File: config.mk
export PLATFORM = sky130hd
export DESIGN_NAME = i2s_encoder
export DESIGN_NICKNAME = d
export VERILOG_FILES = /design/src/rtl/i2s_encoder_pkg.sv /design/src/rtl/i2s_sck_gen.sv /design/src/rtl/i2s_encoder.sv
export SDC_FILE = /design/constraint.sdc
export NUM_CORES = 1
export LEC_CHECK = 0
export ABC_AREA = 1
export BUFFER_PORTS_ARGS = -buffer_cell sky130_fd_sc_hd__buf_2
export CORE_UTILIZATION = 50
export DETAILED_ROUTE_END_ITERATION = 12
export GPL_ROUTABILITY_DRIVEN = 0
export HOLD_SLACK_MARGIN = 0.02
export PLACE_DENSITY = 0.83
export RECOVER_POWER = 50
export REMOVE_ABC_BUFFERS = 1
export SLEW_MARGIN = 20
export SYNTH_ARGS = -nofsm -noshare
export SYNTH_HDL_FRONTEND = slang
export SYNTH_SLANG_ARGS = --single-unit
File: constraint.sdc
create_clock -name clk -period 2.25 [get_ports clk]
set_input_delay 0.3375 -clock clk [delete_from_list [all_inputs] [get_ports clk]]
set_output_delay 0.3375 -clock clk [all_outputs]
set_load 0.02 [all_outputs]
File: src/rtl/i2s_encoder_pkg.sv
// Shared constants and helpers for the I2S transmitter.
// Word-select encoding matches the companion i2s_decoder.
package i2s_encoder_pkg;

    localparam logic WS_LEFT          = 1'b0;
    localparam logic WS_RIGHT         = 1'b1;
    localparam int   DEFAULT_SAMPLE_W = 16;

    typedef enum logic {
        CH_LEFT  = 1'b0,
        CH_RIGHT = 1'b1
    } chan_e;

    // WS leads the slot MSB by one SCK (I2S one-bit delay).
    function automatic logic ws_for_bit(input int unsigned b, input int unsigned slot_w);
        if ((b >= slot_w - 1) && (b <= 2 * slot_w - 2)) begin
            return WS_RIGHT;
        end
        return WS_LEFT;
    endfunction

endpackage

File: src/rtl/i2s_sck_gen.sv
// SCK divider: toggles sck every CLK_DIV clk cycles.
// fall_tick_o is high in the clk whose edge drives sck 1->0.
module i2s_sck_gen #(
    parameter int CLK_DIV = 4
) (
    input  logic clk,
    input  logic rst,
    output logic sck_o,
    output logic fall_tick_o
);

    localparam int DIV_W = (CLK_DIV > 1) ? $clog2(CLK_DIV) : 1;

    logic [DIV_W-1:0] div_q, div_d;
    logic             sck_q, sck_d;
    logic             term;

    assign term = (div_q == DIV_W'(CLK_DIV - 1));

    always_comb begin
        div_d = div_q + 1'b1;
        sck_d = sck_q;
        if (term) begin
            div_d = '0;
            sck_d = ~sck_q;
        end
    end

    always_ff @(posedge clk or posedge rst) begin
        if (rst) begin
            div_q <= '0;
            sck_q <= 1'b0;
        end else begin
            div_q <= div_d;
            sck_q <= sck_d;
        end
    end

    assign sck_o       = sck_q;
    assign fall_tick_o = term & sck_q;

endmodule

File: src/rtl/i2s_encoder.sv
// I2S master transmitter: one-entry sample buffer, frame loaded on the b==0 SCK fall.
// Optional I2S_UNDERRUN_MUTE_EN: send silence instead of repeating the last pair on underrun.
module i2s_encoder
    import i2s_encoder_pkg::*;
#(
    parameter int CLK_DIV  = 4,
    parameter int SAMPLE_W = DEFAULT_SAMPLE_W,
    parameter int SLOT_W   = 16
) (
    input  logic                clk,
    input  logic                rst,
    input  logic [SAMPLE_W-1:0] left_in,
    input  logic [SAMPLE_W-1:0] right_in,
    input  logic                in_valid,
    output logic                in_ready,
    output logic                sck,
    output logic                ws,
    output logic                sd,
    output logic                frame_start,
    output logic                underrun
);

    localparam int B_W = $clog2(2 * SLOT_W);

    logic                fall_tick;
    logic                sck_int;

    logic [B_W-1:0]      b_q, b_d;
    logic                full_q, full_d;
    logic [SAMPLE_W-1:0] buf_l_q, buf_l_d, buf_r_q, buf_r_d;
    logic [SAMPLE_W-1:0] shl_q, shl_d, shr_q, shr_d;
    logic                ws_q, ws_d, sd_q, sd_d;
    logic                fs_q, fs_d, ur_q, ur_d;

    logic                frame_load;
    logic                accept;
    chan_e               chan;
    logic [B_W-1:0]      k;
    logic [SAMPLE_W-1:0] sample;
    logic [SAMPLE_W-1:0] shifted;

    i2s_sck_gen #(
        .CLK_DIV (CLK_DIV)
    ) u_sck_gen (
        .clk         (clk),
        .rst         (rst),
        .sck_o       (sck_int),
        .fall_tick_o (fall_tick)
    );

    assign frame_load = fall_tick && (b_q == '0);
    assign accept     = in_valid && !full_q;

    always_comb begin
        shl_d   = shl_q;
        shr_d   = shr_q;
        buf_l_d = buf_l_q;
        buf_r_d = buf_r_q;
        full_d  = full_q;

        if (frame_load) begin
            if (full_q) begin
                shl_d  = buf_l_q;
                shr_d  = buf_r_q;
                full_d = 1'b0;
            end else begin
`ifdef I2S_UNDERRUN_MUTE_EN
                shl_d = '0;
                shr_d = '0;
`else
                shl_d = shl_q;
                shr_d = shr_q;
`endif
            end
        end

        // No bypass: a pair accepted in the load clk waits for the next frame.
        if (accept) begin
            full_d  = 1'b1;
            buf_l_d = left_in;
            buf_r_d = right_in;
        end
    end

    always_comb begin
        chan    = (b_q < B_W'(SLOT_W)) ? CH_LEFT : CH_RIGHT;
        k       = (chan == CH_LEFT) ? b_q : (b_q - B_W'(SLOT_W));
        sample  = (chan == CH_LEFT) ? shl_d : shr_d;
        // Shifting past the sample width leaves zeros: that is the slot padding.
        shifted = sample << k;

        b_d  = b_q;
        ws_d = ws_q;
        sd_d = sd_q;
        if (fall_tick) begin
            b_d  = (b_q == B_W'(2 * SLOT_W - 1)) ? '0 : (b_q + 1'b1);
            ws_d = ws_for_bit(32'(b_q), SLOT_W);
            sd_d = shifted[SAMPLE_W-1];
        end

        fs_d = frame_load;
        ur_d = frame_load && !full_q;
    end

    always_ff @(posedge clk or posedge rst) begin
        if (rst) begin
            b_q     <= '0;
            full_q  <= 1'b0;
            buf_l_q <= '0;
            buf_r_q <= '0;
            shl_q   <= '0;
            shr_q   <= '0;
            ws_q    <= WS_LEFT;
            sd_q    <= 1'b0;
            fs_q    <= 1'b0;
            ur_q    <= 1'b0;
        end else begin
            b_q     <= b_d;
            full_q  <= full_d;
            buf_l_q <= buf_l_d;
            buf_r_q <= buf_r_d;
            shl_q   <= shl_d;
            shr_q   <= shr_d;
            ws_q    <= ws_d;
            sd_q    <= sd_d;
            fs_q    <= fs_d;
            ur_q    <= ur_d;
        end
    end

    assign in_ready    = !full_q;
    assign sck         = sck_int;
    assign ws          = ws_q;
    assign sd          = sd_q;
    assign frame_start = fs_q;
    assign underrun    = ur_q;

endmodule

Word-level counts from Yosys, hierarchy flattened
Cells that the tools add are included.
Operators by class
  add/sub/neg operators: 3
  $lt $le $gt $ge: 3
  eq/ne operators: 2
  shift operators: 1
  muxes and demuxes: 14
  bitwise logic cells: 2
  reduce and logical (&&, ||, !) cells: 7
Operators by type and width (count)
  2-to-1 mux 16 bit: 5
  << shifter 16 x 5 -> 16 bit: 1
  2-to-1 mux 5 bit: 2
  2-to-1 mux 1 bit: 6
  adder 5 x 1 -> 5 bit, second input constant: 1
  equality test 5 bit, second input constant: 1
  >= comparator 5 x 4 -> 1 bit, second input constant: 1
  <= comparator 5 bit, second input constant: 1
  zero test 5 bit: 1
  < comparator 5 bit, second input constant: 1
  subtractor 5 bit, second input constant: 1
  logical AND 1 bit: 4
  adder 2 x 1 -> 2 bit, second input constant: 1
  equality test 2 bit, second input constant: 1
  2-to-1 mux 2 bit: 1
  nonzero test 2 bit: 1
  AND 1 bit: 1
  zero test 1 bit: 1
  NOT 1 bit: 1
Storage, ports and cells
  register bits: 77
  input port bits: 35
  output and inout bits: 6
  word-level logic and storage cells: 44

Logic depth before layout (Yosys ltp)
  depth after elaboration: 6
  gate-level depth with buffers: 16
  mapped depth without buffers: 15

Hierarchy
Synthesis repeated with hierarchy kept, for this count alone.
Second synthesis, totals
  cell total of the unflattened synthesis: 431
  area total of the unflattened synthesis: 3758.6 um^2
Modules (own cells, without submodules)
  i2s_encoder: times used 1, cells each 418, area each 3637.2 um^2, sequential area each 1851.8 um^2
  i2s_sck_gen: times used 1, cells each 13, area each 121.4 um^2, sequential area each 75.1 um^2

Worst setup path before layout
No wires, ideal clock.
  path kind: reg2reg
  start point: register b_q[0]
  end point: register sd_q, in the netlist sd
  library setup time: 0.117 ns
  arrival time: 1.675 ns
  data required time: 2.133 ns
  path slack: 0.458 ns
  cell stages (with the launch flop): 15
  path buffers: 1
  clock period less this slack: 1.792 ns
  cells stage by stage: dfrtp_1 -> clkinv_1 -> ha_1 -> inv_1 -> nor2_1 -> nand3_4 -> buf_6 -> nand2_1 -> nand3_1 -> nand2_1 -> nand2_1 -> a21oi_1 -> nand3_1 -> nand3_1 -> nand2_1
Between the ends
  word-level cells in the longest chain between the ends: 5
  elaborated cells on any way between the ends: 9
  those cells by class: add/sub: 1; order compare: 1; shift: 1; mux: 4; reduce/logical: 2
Ends and longest elaborated chain
  start, declared: line i2s_encoder.sv:28  | logic [B_W-1:0] b_q, b_d;
  start signal, assigned: line i2s_encoder.sv:107  | b_q <= '0;
  start signal, assigned: line i2s_encoder.sv:118  | b_q <= b_d;
  branches (longest 4 deep; another with subtractor 5 bit)
  << shifter 16 x 5 -> 16 bit (*): line i2s_encoder.sv:90  | shifted = sample << k;
  end signal, assigned: line i2s_encoder.sv:114  | sd_q <= 1'b0;
  end signal, assigned: line i2s_encoder.sv:125  | sd_q <= sd_d;
  end, declared: line i2s_encoder.sv:32  | logic ws_q, ws_d, sd_q, sd_d;
Mark *: on every way between the ends.
A chain may end at the register's enable or synchronous reset.

Final worst setup path
  start point: register b_q[1]
  end point: register sd_q, in the netlist sd
Between the ends
  word-level cells in the longest chain between the ends: 5
  elaborated cells on any way between the ends: 9
  those cells by class: add/sub: 1; order compare: 1; shift: 1; mux: 4; reduce/logical: 2
Ends and longest elaborated chain
  zero test 5 bit: line i2s_encoder.sv:51  | assign frame_load = fall_tick && (b_q == '0);
  logical AND 1 bit: line i2s_encoder.sv:51
  2-to-1 mux 16 bit: line i2s_encoder.sv:61  | if (frame_load) begin
  via shl_d[3]: line i2s_encoder.sv:31  | logic [SAMPLE_W-1:0] shl_q, shl_d, shr_q, shr_d;
  2-to-1 mux 16 bit: line i2s_encoder.sv:88  | sample = (chan == CH_LEFT) ? shl_d : shr_d;
  << shifter 16 x 5 -> 16 bit: line i2s_encoder.sv:90
The timed path passes the listed nets, and every way through them passes these cells.

==> Implementation_results.wiki <==
{| class="wikitable"
! Metric !! Value
|-
| CTS H-tree lvls || 3
|-
| DRT antenna net count || 0
|-
| Total Routed Length || 7150 um
|-
| Top-level port count || about 40
|-
| Setup violators final || 0
|-
| Initial antenna violation count || 0
|-
| Via count of the first global-routing pass || 2732
|-
| Placed wire-length estimate after detailed placement || 4980 um
|-
| Cell Count Post-Placement || 540
|-
| Crit path time final || 2.01 ns
|-
| Layout cell share with drive strength beyond 1 || 22.5%
|-
| Outcome || complete, but fails checks
|-
| Die X-Extent || just under 90 um
|-
| Vias || around 2900
|-
| Post-synth design cell area || 3720 um^2
|-
| Post-CTS clock slew at the launch and capture registers of the worst setup and hold paths || approximately 0.080 ns
|-
| Slew at the pin closest to its max-slew limit || 1.86 ns
|-
| CTS tree || done
|-
| Highest layer used for signal routing || met4
|-
| Power Dens Cells || 740 nW/um^2
|-
| Share of the clock period used by the worst path || between 80% and 90%
|-
| Number of instances in the synthesized netlist || slightly above 400
|-
| WP data required || 2.50 ns
|-
| Sequential-to-total area share from yosys stat || 51.8%
|-
| TritonCTS sink count || 77
|-
| Worst-path cell chain || inv_1 -> ha_1 -> inv_1 -> nor2_2 -> nand3_2 -> nand2_1 -> nand2_1 -> o21ai_1 -> a21oi_1 -> nor2_1 -> nand2_1 -> nand3_1 -> nand2_1
|-
| Worst hold slack across all endpoints || approximately 0.21 ns
|-
| Critical Path AT || 2.25 ns
|-
| Global route total overflow || 0
|-
| Highest Clock Rate || 0.499 GHz
|-
| Largest buffer count on any clock path || 2
|-
| Synth top area cells || dfrtp_1 52%, nand2_1 13%, mux2_2 9.7%
|-
| Dominant cell type by count on the critical path || nand2_1
|-
| Clock Root Buffer || clkbuf_8
|-
| Area overhead of the layout relative to synthesis || 13.0%
|-
| DR DRC count || 0
|-
| Initial core utilization || 51.5%
|-
| Area of all placed cells without fillers || 4200 um^2
|-
| Routed met3 length || 368 um
|-
| Violations in the final reports || max-capacitance violations, max-slew violations
|-
| Total of max-cap violations || 1
|-
| Number of detailed-routing iterations run before antenna repair || 5
|-
| Final critical-path setup slack || around 0.24 ns
|-
| CP Launch Type || register
|-
| Count of input and output buffers || 40
|-
| Wire length per cell || 12.8 um
|-
| Fin cells || around 560
|-
| Place WS || 0.192 ns
|-
| Max rail drop VDD || between 0.0004 and 0.0005 V
|-
| Maximum number of pins on one net before global-route repair || 78
|-
| Largest incremental delay on the critical path || 0.43 ns
|-
| Post-Place Cell Area || roughly 4000 um^2
|-
| Post-synthesis cell type with the largest combined area || dfrtp_1
|-
| Unrepaired setup endpoints after global routing || no
|-
| CTS-repair resized insts || 0
|-
| Via density per instance || 5.21
|-
| Mean instance size in the synthesized netlist || 9.05 um^2
|-
| Final number of hold-violating endpoints || 0
|-
| Type of destination of the critical path || register
|-
| Detailed route wirelength on metal2 || ~3400 um
|-
| Number of synthesized register bits || 77
|-
| Total number of yosys warnings || 0
|-
| Overall Global Routing Usage || a little over a fifth
|-
| Sum of internal, switching and leakage power || 3.11 mW
|-
| DR iter-0 viols || 209
|-
| Clock insertion delay at the later pin of the skew report || ~0.36 ns
|-
| Leak pwr || roughly 2.3 nW
|-
| TritonCTS Buffers || 9
|-
| Post-CTS Setup Repair Bufs || 0
|-
| Hold_buf cts || 0
|-
| Maximum net fanout on the critical path || 9
|-
| Library cell contributing the largest single delay on the critical path || dfrtp_1
|-
| Max transition margin || -24.1%
|-
| Layout net count || 494
|-
| First-pass GRT wire length || 12400 um
|-
| Std-Cell Core Area || 7210 um^2
|-
| FP Rows || 31
|-
| DIE AREA || between 7000 and 8000 um^2
|-
| Worst hold-check path type || in2reg
|-
| Ant. Diodes || 0
|-
| Max Clock Skew || 0.00924 ns
|-
| Worst Setup Path Type || reg2reg
|-
| Total count of max-transition violations in the final report || 78
|-
| Netlist cell types || 27
|-
| Share of Yosys cell area claimed by the top area cell type || 51.8%
|-
| Detailed-routing wirelength on met1 || 3170 um
|-
| Die height || 88.2 um
|}
-- metal layers --
layer  global-route usage (%)  up-vias
li1                         -     1428
met1                     27.5     1377
met2                     32.7       80
met3                     4.94       17
met4                     10.9        0
met5                        0        -
-- cells in the final DEF, fill, tap and decap left out, drive strengths merged --
cell type,instances
mux2i,13
clkbuf,16
o21ai,23
nor2,41
a21oi,5
o22ai,1
inv,15
ha,6
clkinv,2
a31oi,1
buf,48
nor4,1
nand2,133
mux2,32
dfrtp,77
nand3,42
nor3,2
-- synthesized netlist by cell type --
| cell type | n |
|---|---|
| nand2_1 | 131 |
| inv_2 | 2 |
| buf_1 | 1 |
| buf_2 | 11 |
| nor2_4 | 1 |
| o21ai_1 | 2 |
| o22ai_1 | 1 |
| o21ai_0 | 21 |
| a21oi_1 | 5 |
| ha_1 | 6 |
| nand2_2 | 1 |
| clkbuf_1 | 3 |
| a31oi_1 | 1 |
| mux2i_1 | 13 |
| buf_4 | 3 |
| nand3_4 | 1 |
| nand3_1 | 40 |
| inv_1 | 11 |
| clkinv_1 | 1 |
| nor3_1 | 2 |
| nor2_1 | 40 |
| mux2_2 | 32 |
| inv_4 | 2 |
| buf_6 | 1 |
| nor4_1 | 1 |
| dfrtp_1 | 77 |
| nand2_4 | 1 |
-- report_power, final --
part           internal [mW]  leakage (nW)  switching [mW]
Clock                  0.461        0.0877           0.469
Combinational          0.274          1.18           0.200
Sequential              1.60         0.986           0.108
Total                   2.33          2.25           0.777
-- worst max-delay path: cells and delay by family (launching register included) --
kind | cells | cell delay, ns
adder cells (fa/ha/maj) | 1 | 0.20
buffers and inverters | 2 | 0.21
AO/OA/AOI/OAI | 2 | 0.20
AND/OR/NAND/NOR | 8 | 0.83
flip-flops | 1 | 0.43
-- per-stage QoR --
| stage | util (%) | TNS, ns |
|---|---|---|
| 2_1_floorplan | - | -15.81 |
| 4_1_cts | 58.3 | 0 |
| 5_1_grt | 58.2 | 0 |
| 6_report | 58.2 | 0 |
| 3_5_place_dp | 55.9 | 0 |
| 3_3_place_gp | 55.9 | 0 |
-- worst paths after layout --
kind                       depth (start not counted)               start  slack [ns]                 end
min                                                2          left_in[1]        0.21          buf_l_q[1]
min in group asynchronous                          3                 rst        0.61          buf_r_q[4]
max in group asynchronous                          3                 rst        0.51          buf_l_q[2]
max                                               13              b_q[1]        0.24                  sd
min reg2reg                                        1  u_sck_gen.div_q[0]        0.43  u_sck_gen.div_q[0]
max reg2reg                                       13              b_q[1]        0.24                  sd
-- kinds of logic (layout without fill, tap and decap cells) --
family	Yosys count	after routing	share of synthesized area [%]
and+or+nand+nor	218	219	24.3
AOI/OAI and AO/OA	30	30	4.11
adders and majority gates	6	6	2.02
muxes	45	45	13.2
buffers and inverters	35	81	4.54
DFF	77	77	51.8
-- sequential cells by signal, summed over array words and instances (netlist names), 2 cells and up --
name / cells
b_q: 5
u_sck_gen.div_q: 2
buf_l_q: 16
shl_q: 16
buf_r_q: 16
shr_q: 16
-- cell type report --
| type | instances | area [um^2] |
|---|---|---|
| sequential | 77 | 1930 |
| inverter | 16 | 65.1 |
| tap | 99 | 124 |
| multi-input combinational | 300 | 1640 |
| clock buffer | 15 | 166 |
| clock inverter | 1 | 5.00 |
| fill | 652 | 3010 |
| timing repair buffer | 49 | 278 |
(Power assumes the default switching activity.)
